--- config.mk ---
export PLATFORM = sky130hd
export DESIGN_NAME = csr_spike_mvm
export DESIGN_NICKNAME = d
export VERILOG_FILES = /design/src/rtl/csr_spike_mvm_pkg.sv /design/src/rtl/csr_sat_acc.sv /design/src/rtl/csr_spike_mvm.sv
export SDC_FILE = /design/constraint.sdc
export NUM_CORES = 1
export LEC_CHECK = 0
export CAP_MARGIN = 25
export CELL_PAD_IN_SITES_DETAIL_PLACEMENT = 0
export CELL_PAD_IN_SITES_GLOBAL_PLACEMENT = 1
export CORE_UTILIZATION = 37
export CTS_CLUSTER_SIZE = 10
export DETAILED_ROUTE_END_ITERATION = 10
export PLACE_DENSITY_LB_ADDON = 0.15
export SLEW_MARGIN = 5
export SYNTH_ARGS = -nofsm -noshare
export SYNTH_HDL_FRONTEND = slang
export SYNTH_HIERARCHICAL = 1
export SYNTH_SLANG_ARGS = --single-unit
--- constraint.sdc ---
create_clock -name clk -period 2.5 [get_ports clk]
set_clock_uncertainty 0.05 [all_clocks]
set_input_delay 0.5 -clock clk [delete_from_list [all_inputs] [get_ports clk]]
set_output_delay 0.5 -clock clk [all_outputs]
set_load 0.005 [all_outputs]
--- src/rtl/csr_spike_mvm_pkg.sv ---
// rtl/csr_spike_mvm_pkg.sv - shared state codes, index-width helper and saturating add
package csr_spike_mvm_pkg;

    localparam logic [2:0] ST_IDLE  = 3'd0;
    localparam logic [2:0] ST_ACCUM = 3'd1;
    localparam logic [2:0] ST_EMIT  = 3'd2;
    localparam logic [2:0] ST_FLUSH = 3'd3;
    localparam logic [2:0] ST_DONE  = 3'd4;

    function automatic int idx_w(input int n);
        return (n > 1) ? $clog2(n) : 1;
    endfunction

    // Operands arrive sign-extended to 32 bits; the result is clamped to an acc_w-bit signed range.
    function automatic logic signed [31:0] sat_add(input logic signed [31:0] acc,
                                                   input logic signed [31:0] val,
                                                   input int acc_w);
        logic signed [32:0] sum;
        logic signed [32:0] hi;
        logic signed [32:0] lo;
        sum = {acc[31], acc} + {val[31], val};
        hi  = (33'sd1 <<< (acc_w - 1)) - 33'sd1;
        lo  = -hi - 33'sd1;
        if (sum > hi) begin
            return hi[31:0];
        end else if (sum < lo) begin
            return lo[31:0];
        end
        return sum[31:0];
    endfunction

endpackage

--- src/rtl/csr_sat_acc.sv ---
// rtl/csr_sat_acc.sv - signed saturating accumulator with clear and enable
module csr_sat_acc
    import csr_spike_mvm_pkg::*;
#(
    parameter int VAL_W = 8,
    parameter int ACC_W = 12
) (
    input  logic                    clk,
    input  logic                    rst,
    input  logic                    clr_i,
    input  logic                    en_i,
    input  logic signed [VAL_W-1:0] add_i,
    output logic signed [ACC_W-1:0] acc_o
);

    logic signed [ACC_W-1:0] acc_q;
    logic signed [ACC_W-1:0] acc_d;

    always_comb begin
        acc_d = acc_q;
        if (clr_i) begin
            acc_d = '0;
        end else if (en_i) begin
            acc_d = ACC_W'(sat_add(32'(acc_q), 32'(add_i), ACC_W));
        end
    end

    always_ff @(posedge clk or posedge rst) begin
        if (rst) begin
            acc_q <= '0;
        end else begin
            acc_q <= acc_d;
        end
    end

    assign acc_o = acc_q;

endmodule

--- src/rtl/csr_spike_mvm.sv ---
// rtl/csr_spike_mvm.sv - spike-vector x CSR sparse-matrix multiplier, one saturated sum per row
module csr_spike_mvm
    import csr_spike_mvm_pkg::*;
#(
    parameter int N_IN  = 4,
    parameter int N_OUT = 4,
    parameter int VAL_W = 8,
    parameter int ACC_W = 12,
    parameter int CNT_W = 8,
    localparam int RW = idx_w(N_OUT),
    localparam int CW = idx_w(N_IN)
) (
    input  logic                    clk,
    input  logic                    rst,
    input  logic                    start,
    input  logic [N_IN-1:0]         spike_train,
    input  logic                    in_valid,
    output logic                    in_ready,
    input  logic [RW-1:0]           in_row,
    input  logic [CW-1:0]           in_col,
    input  logic signed [VAL_W-1:0] in_val,
    input  logic                    in_last,
    output logic                    out_valid,
    input  logic                    out_ready,
    output logic [RW-1:0]           out_row,
    output logic signed [ACC_W-1:0] out_data,
    output logic                    busy,
    output logic                    done,
    output logic                    err,
    output logic [CNT_W-1:0]        skip_cnt
);

    logic [2:0]              state_q, state_d;
    logic [N_IN-1:0]         spike_q, spike_d;
    logic [RW-1:0]           cur_row_q, cur_row_d;
    logic                    out_valid_q, out_valid_d;
    logic [RW-1:0]           out_row_q, out_row_d;
    logic signed [ACC_W-1:0] out_data_q, out_data_d;
    logic                    err_q, err_d;
    logic [CNT_W-1:0]        skip_q, skip_d;
    logic                    acc_clr, acc_en;
    logic signed [ACC_W-1:0] acc;
    logic                    row_bad;

    csr_sat_acc #(.VAL_W(VAL_W), .ACC_W(ACC_W)) u_acc (
        .clk   (clk),
        .rst   (rst),
        .clr_i (acc_clr),
        .en_i  (acc_en),
        .add_i (in_val),
        .acc_o (acc)
    );

    // Backward rows and out-of-range indices are swallowed so the stream cannot stall.
    assign row_bad = (int'(in_row) < int'(cur_row_q)) || (int'(in_row) >= N_OUT) ||
                     (int'(in_col) >= N_IN);

    always_comb begin
        state_d     = state_q;
        spike_d     = spike_q;
        cur_row_d   = cur_row_q;
        out_valid_d = out_valid_q;
        out_row_d   = out_row_q;
        out_data_d  = out_data_q;
        err_d       = err_q;
        skip_d      = skip_q;
        acc_clr     = 1'b0;
        acc_en      = 1'b0;
        in_ready    = 1'b0;
        case (state_q)
            ST_IDLE: begin
                if (start) begin
                    spike_d   = spike_train;
                    acc_clr   = 1'b1;
                    cur_row_d = '0;
                    err_d     = 1'b0;
                    skip_d    = '0;
                    state_d   = ST_ACCUM;
                end
            end
            ST_ACCUM: begin
                if (in_valid) begin
                    if (row_bad) begin
                        in_ready = 1'b1;
                        err_d    = 1'b1;
                        if (in_last) state_d = ST_FLUSH;
                    end else if (in_row == cur_row_q) begin
                        in_ready = 1'b1;
                        if (spike_q[in_col]) begin
                            acc_en = 1'b1;
                        end else if (skip_q != '1) begin
                            skip_d = skip_q + CNT_W'(1);
                        end
                        if (in_last) state_d = ST_FLUSH;
                    end else begin
                        out_data_d  = acc;
                        out_row_d   = cur_row_q;
                        out_valid_d = 1'b1;
                        state_d     = ST_EMIT;
                    end
                end
            end
            ST_EMIT: begin
                if (out_ready) begin
                    cur_row_d   = cur_row_q + RW'(1);
                    acc_clr     = 1'b1;
                    out_valid_d = 1'b0;
                    state_d     = ST_ACCUM;
                end
            end
            ST_FLUSH: begin
                // Load one row per bubble; acc is cleared after each handshake so trailing rows read 0.
                if (!out_valid_q) begin
                    out_data_d  = acc;
                    out_row_d   = cur_row_q;
                    out_valid_d = 1'b1;
                end else if (out_ready) begin
                    out_valid_d = 1'b0;
                    acc_clr     = 1'b1;
                    if (int'(cur_row_q) == N_OUT - 1) begin
                        state_d = ST_DONE;
                    end else begin
                        cur_row_d = cur_row_q + RW'(1);
                    end
                end
            end
            ST_DONE: begin
                state_d = ST_IDLE;
            end
            default: begin
                state_d = ST_IDLE;
            end
        endcase
    end

    always_ff @(posedge clk or posedge rst) begin
        if (rst) begin
            state_q     <= ST_IDLE;
            spike_q     <= '0;
            cur_row_q   <= '0;
            out_valid_q <= 1'b0;
            out_row_q   <= '0;
            out_data_q  <= '0;
            err_q       <= 1'b0;
            skip_q      <= '0;
        end else begin
            state_q     <= state_d;
            spike_q     <= spike_d;
            cur_row_q   <= cur_row_d;
            out_valid_q <= out_valid_d;
            out_row_q   <= out_row_d;
            out_data_q  <= out_data_d;
            err_q       <= err_d;
            skip_q      <= skip_d;
        end
    end

    assign out_valid = out_valid_q;
    assign out_row   = out_row_q;
    assign out_data  = out_data_q;
    assign busy      = (state_q != ST_IDLE);
    assign done      = (state_q == ST_DONE);
    assign err       = err_q;
    assign skip_cnt  = skip_q;

endmodule

==> run summary <==
The instance area at placement is approximately 3900 um2. TritonCTS built the clock tree. After synthesis, the share of flip-flops with an asynchronous set or reset is 1.00. The buffer type at the clock tree root is clkbuf_8.

The kind of end point of the critical path is a register. In this run the power density over the cells is 732 nW/um2. Entering global routing, the biggest net connects 28 pins. Ranked by total cell area, the synthesized netlist is headed by dfrtp_1 (39%), mux2_2 (7.5%), ha_1 (7.0%). The die area came out at 8100 um2. In the global route stage, met2 resource usage came out at 0.277. Summed over all layers, the global routing overflow is 0. The number of cells produced by synthesis came out at ~280. The netlist area before placement came out at about 2900 um2. The length of the first detailed-routing pass in iterations came out at 4.

The cell that appears most often on the critical path is a211o_1. The number of setup violations in the final report is 11. Buffers inserted during clock tree synthesis total 5. Across all setup checks in the final design, the least slack found is -0.0627 ns. The class of the tightest hold or removal check is in2async. The initialized floorplan defines 31 standard-cell rows. Of the available clock period, the critical path in the final layout requires 1.03. For the pin with the worst max-slew slack, the measured transition is 0.545 ns.

Summed over all layers, the routed wires come to 6940 um. Dividing the detail-routed wire length by the instance count gives between 10 and 15 um. The end of the worst register-to-register path is u_acc/acc_o[1]. The worst register-to-register path has a setup slack of -0.06 ns. The critical path is of the reg2reg type. The maximum VDD drop is about 420 uV.

The post-CTS clock slew at the launch and capture registers of the worst setup and hold paths is around 0.090 ns. The die span in x came out at 90 um. The largest fanout of any net on the critical path came out at 11. The final max-slew violation count is 0. The number of storage elements in the synthesis netlist is 45. The cell type contributing the most total cell area after synthesis is dfrtp_1. The initial antenna violation count came out at 0. Counting along the longest clock path gives a buffer depth of 2.

The number of antenna repair diodes came out at 0. The number of cells after detailed placement came out at roughly 480. The synthesized design contains 0 enable-type register cells. The number of buffer and inverter stages on the critical path came out at 1. The final number of hold-violating endpoints is 0. The worst path arrival time came out at 2.73 ns.

The maximum single-stage delay on the critical path is around 0.43 ns. The launch point of the worst path is u_acc/acc_o[0]. The number of I/O pins is 49. The final reports fail on setup timing. The antenna violation net count after detailed routing came out at 0. Of the cells placed in the final design, the portion with a size suffix greater than 1 is 0.324. The most used flip-flop cell after synthesis is dfrtp_1. The fmax came out at a little under 400 MHz. STA classifies the critical path startpoint as a register.

The max-capacitance violation count is 0. The leakage power of the design came out at 0.00183 uW. After detailed routing, the number of remaining DRC violations is 0. The total negative setup slack came out at -0.537 ns.

The detailed-route via count is 2,525. The global routing met3 resource utilization came out at 0.0279. The post-layout net count came out at around 430. In this design, the largest share of critical-path delay is due to compound AO/OA/AOI/OAI gates. The DRC marker count from the first detailed-route iteration came out at 71.

The post-layout instance count excluding filler cells came out at between 400 and 500. The finished cells cover 4160 um2. The run finished, with violations left. The wire length of the first global-routing pass came out at ~12,000 um. Walking the worst path, the cells encountered are ha_4 > fa_2 > a21oi_4 > o211ai_2 > a211o_1 > a21o_1 > a211o_1 > buf_12 > a32oi_2. The overall global routing resource usage is 0.177.

Yosys printed 6 warnings. The peak-usage layer in the global routing report is met2. The detail-routed via count per cell is a little over 5. The placed wire-length estimate after detailed placement is between 5000 and 6000 um. The depth of the worst register-to-register path is 9.

The worst slack at placement came out at -0.636 ns. The via count of the first global-routing pass came to between 2,000 and 2,500. The shortest period the worst path allows is 2.56 ns. Routability-driven placement finished with a final weighted congestion of between 0.8 and 0.9.

The startpoint identified for the worst register-to-register timing path is u_acc/acc_o[0]. The count of H-tree levels built during CTS came out at 2. The post-synthesis average cell area is about 10 um2. The source-to-sink clock delay at the later pin of the worst-skew pair came out at roughly 0.30 ns. Buffers placed on the I/O ports in this run total 48. The synthesized netlist net count is between 300 and 400.

The die boundary height came out at 90 um. The fraction of synthesized cell area taken by the top area cell type came out at 0.393. Setup repair after global routing could not meet its margin everywhere. The tightest slew margin relative to the limit came out at 0.633. The core footprint came out at between 7000 and 8000 um2. In the global route stage, met1 resource usage came out at 0.256. The portion of the post-synthesis area used by sequential elements is 0.393.

The largest individual stage delay along the critical path comes from the cell dfrtp_1. Relative to the synthesized area, the layout overhead comes to 45.0%. The post-synthesis cell type count came out at 57. The total clock sinks came out at 45.

STA puts the critical path data required time at about 2.7 ns. The starting utilization of the core area is 0.389.
[where the power goes]
group | internal [uW] | leakage [uW] | total, uW | switching [uW]
Sequential | 878 | 0.000602 | 1010 | 132
Clock | 299 | 0.0000543 | 557 | 258
Combinational | 798 | 0.00117 | 1470 | 675
[cells in the final DEF, fill, tap and decap left out, types with 3 or more instances in the layout]
cell and count:
a32oi_2 10, buf_4 54, o21ai_0 10, buf_6 3
nor2b_1 4, xnor2_1 4, mux2_2 19, dlygate4sd2_1 4
a21oi_1 24, o211ai_1 4, o2bb2ai_1 3, nand3_1 10
nor2_1 18, nand2b_1 4, a31oi_1 6, nand2_1 23
dfrtp_1 45, buf_12 3, nand4_1 4, clkdlybuf4s50_1 42
inv_1 12, o21a_1 3, ha_4 7, ha_1 9
a21oi_2 3, and3_2 3, clkbuf_8 5
[worst max path at each step]
stage	end	slack, ns	cells past startpoint
CTS	u_acc/acc_o[8]	-0.08	9
detailed placement	u_acc/acc_o[4]	-0.64	10
floorplan	u_acc/acc_o[8]	0.004	9
finish	u_acc/acc_o[1]	-0.06	9
global route	u_acc/acc_o[7]	-0.16	9
global placement	u_acc/acc_o[5]	-0.57	10
[what timing repair did]
item | 4_1_cts | 5_1_grt
endpoints found under the setup margin | 12 | 27
setup buffers | 2 | 1
hold buffers | 0 | 0
pin swaps | 6 | 6
gates resized for setup | 14 | 11
[sequential cells by signal, summed over array words and instances, names as in the netlist]
signal / flops
spike_q: 4
state_q: 3
skip_cnt: 8
out_valid: 1
cur_row_q: 2
err: 1
out_row: 2
u_acc/acc_o: 12
out_data: 12
[through the flow]
| stage | total power, uW | hold slack, ns | utilization |
|---|---|---|---|
| 4_1_cts | 3000 | 0.380 | 0.554 |
| 5_1_grt | 3250 | 0.424 | 0.564 |
| 3_5_place_dp | 2410 | 0.442 | 0.529 |
| 6_report | 3040 | 0.385 | 0.564 |
| 3_3_place_gp | 2400 | 0.439 | 0.529 |
| 2_1_floorplan | 1760 | 0.315 | - |
[Yosys cell counts (all sizes together) (4+ instances only)]
cell type,instances
a21oi,29
a31oi,6
a32oi,11
and3,5
buf,5
clkbuf,6
dfrtp,45
ha,16
inv,12
mux2,19
nand2,25
nand2b,4
nand3,10
nand4,4
nor2,18
nor2b,5
o211ai,5
o21ai,12
xnor2,4
[cells by family (layout without fill, tap and decap cells)]
kind of cell / count (synthesis) / after routing / synth area share
AO/OA/AOI/OAI: 88 / 88 / 0.246
XOR/XNOR: 6 / 6 / 0.0183
adder cells (fa/ha/maj): 17 / 17 / 0.0769
buffers and inverters: 23 / 128 / 0.0354
flip-flops: 45 / 45 / 0.393
multiplexers: 20 / 20 / 0.0825
AND/OR/NAND/NOR: 85 / 85 / 0.148
[metal layers]
| metal | share of wire | up-vias |
|---|---|---|
| li1 | - | 1264 |
| met1 | 0.50 | 1197 |
| met2 | 0.46 | 60 |
| met3 | 0.037 | 4 |
| met4 | 0.0059 | 0 |
| met5 | 0 | - |
[area by class of cell]
cell class,instances,area [um2]
fillers,647,3210
multi-input cells,216,1770
flip-flops and latches,45,1130
repair buffers,108,977
well taps,99,124
clock buffers,5,68.8
clock inverters,3,46.3
inverters,12,45.0
Note: power is estimated with default switching activity, not from simulation.
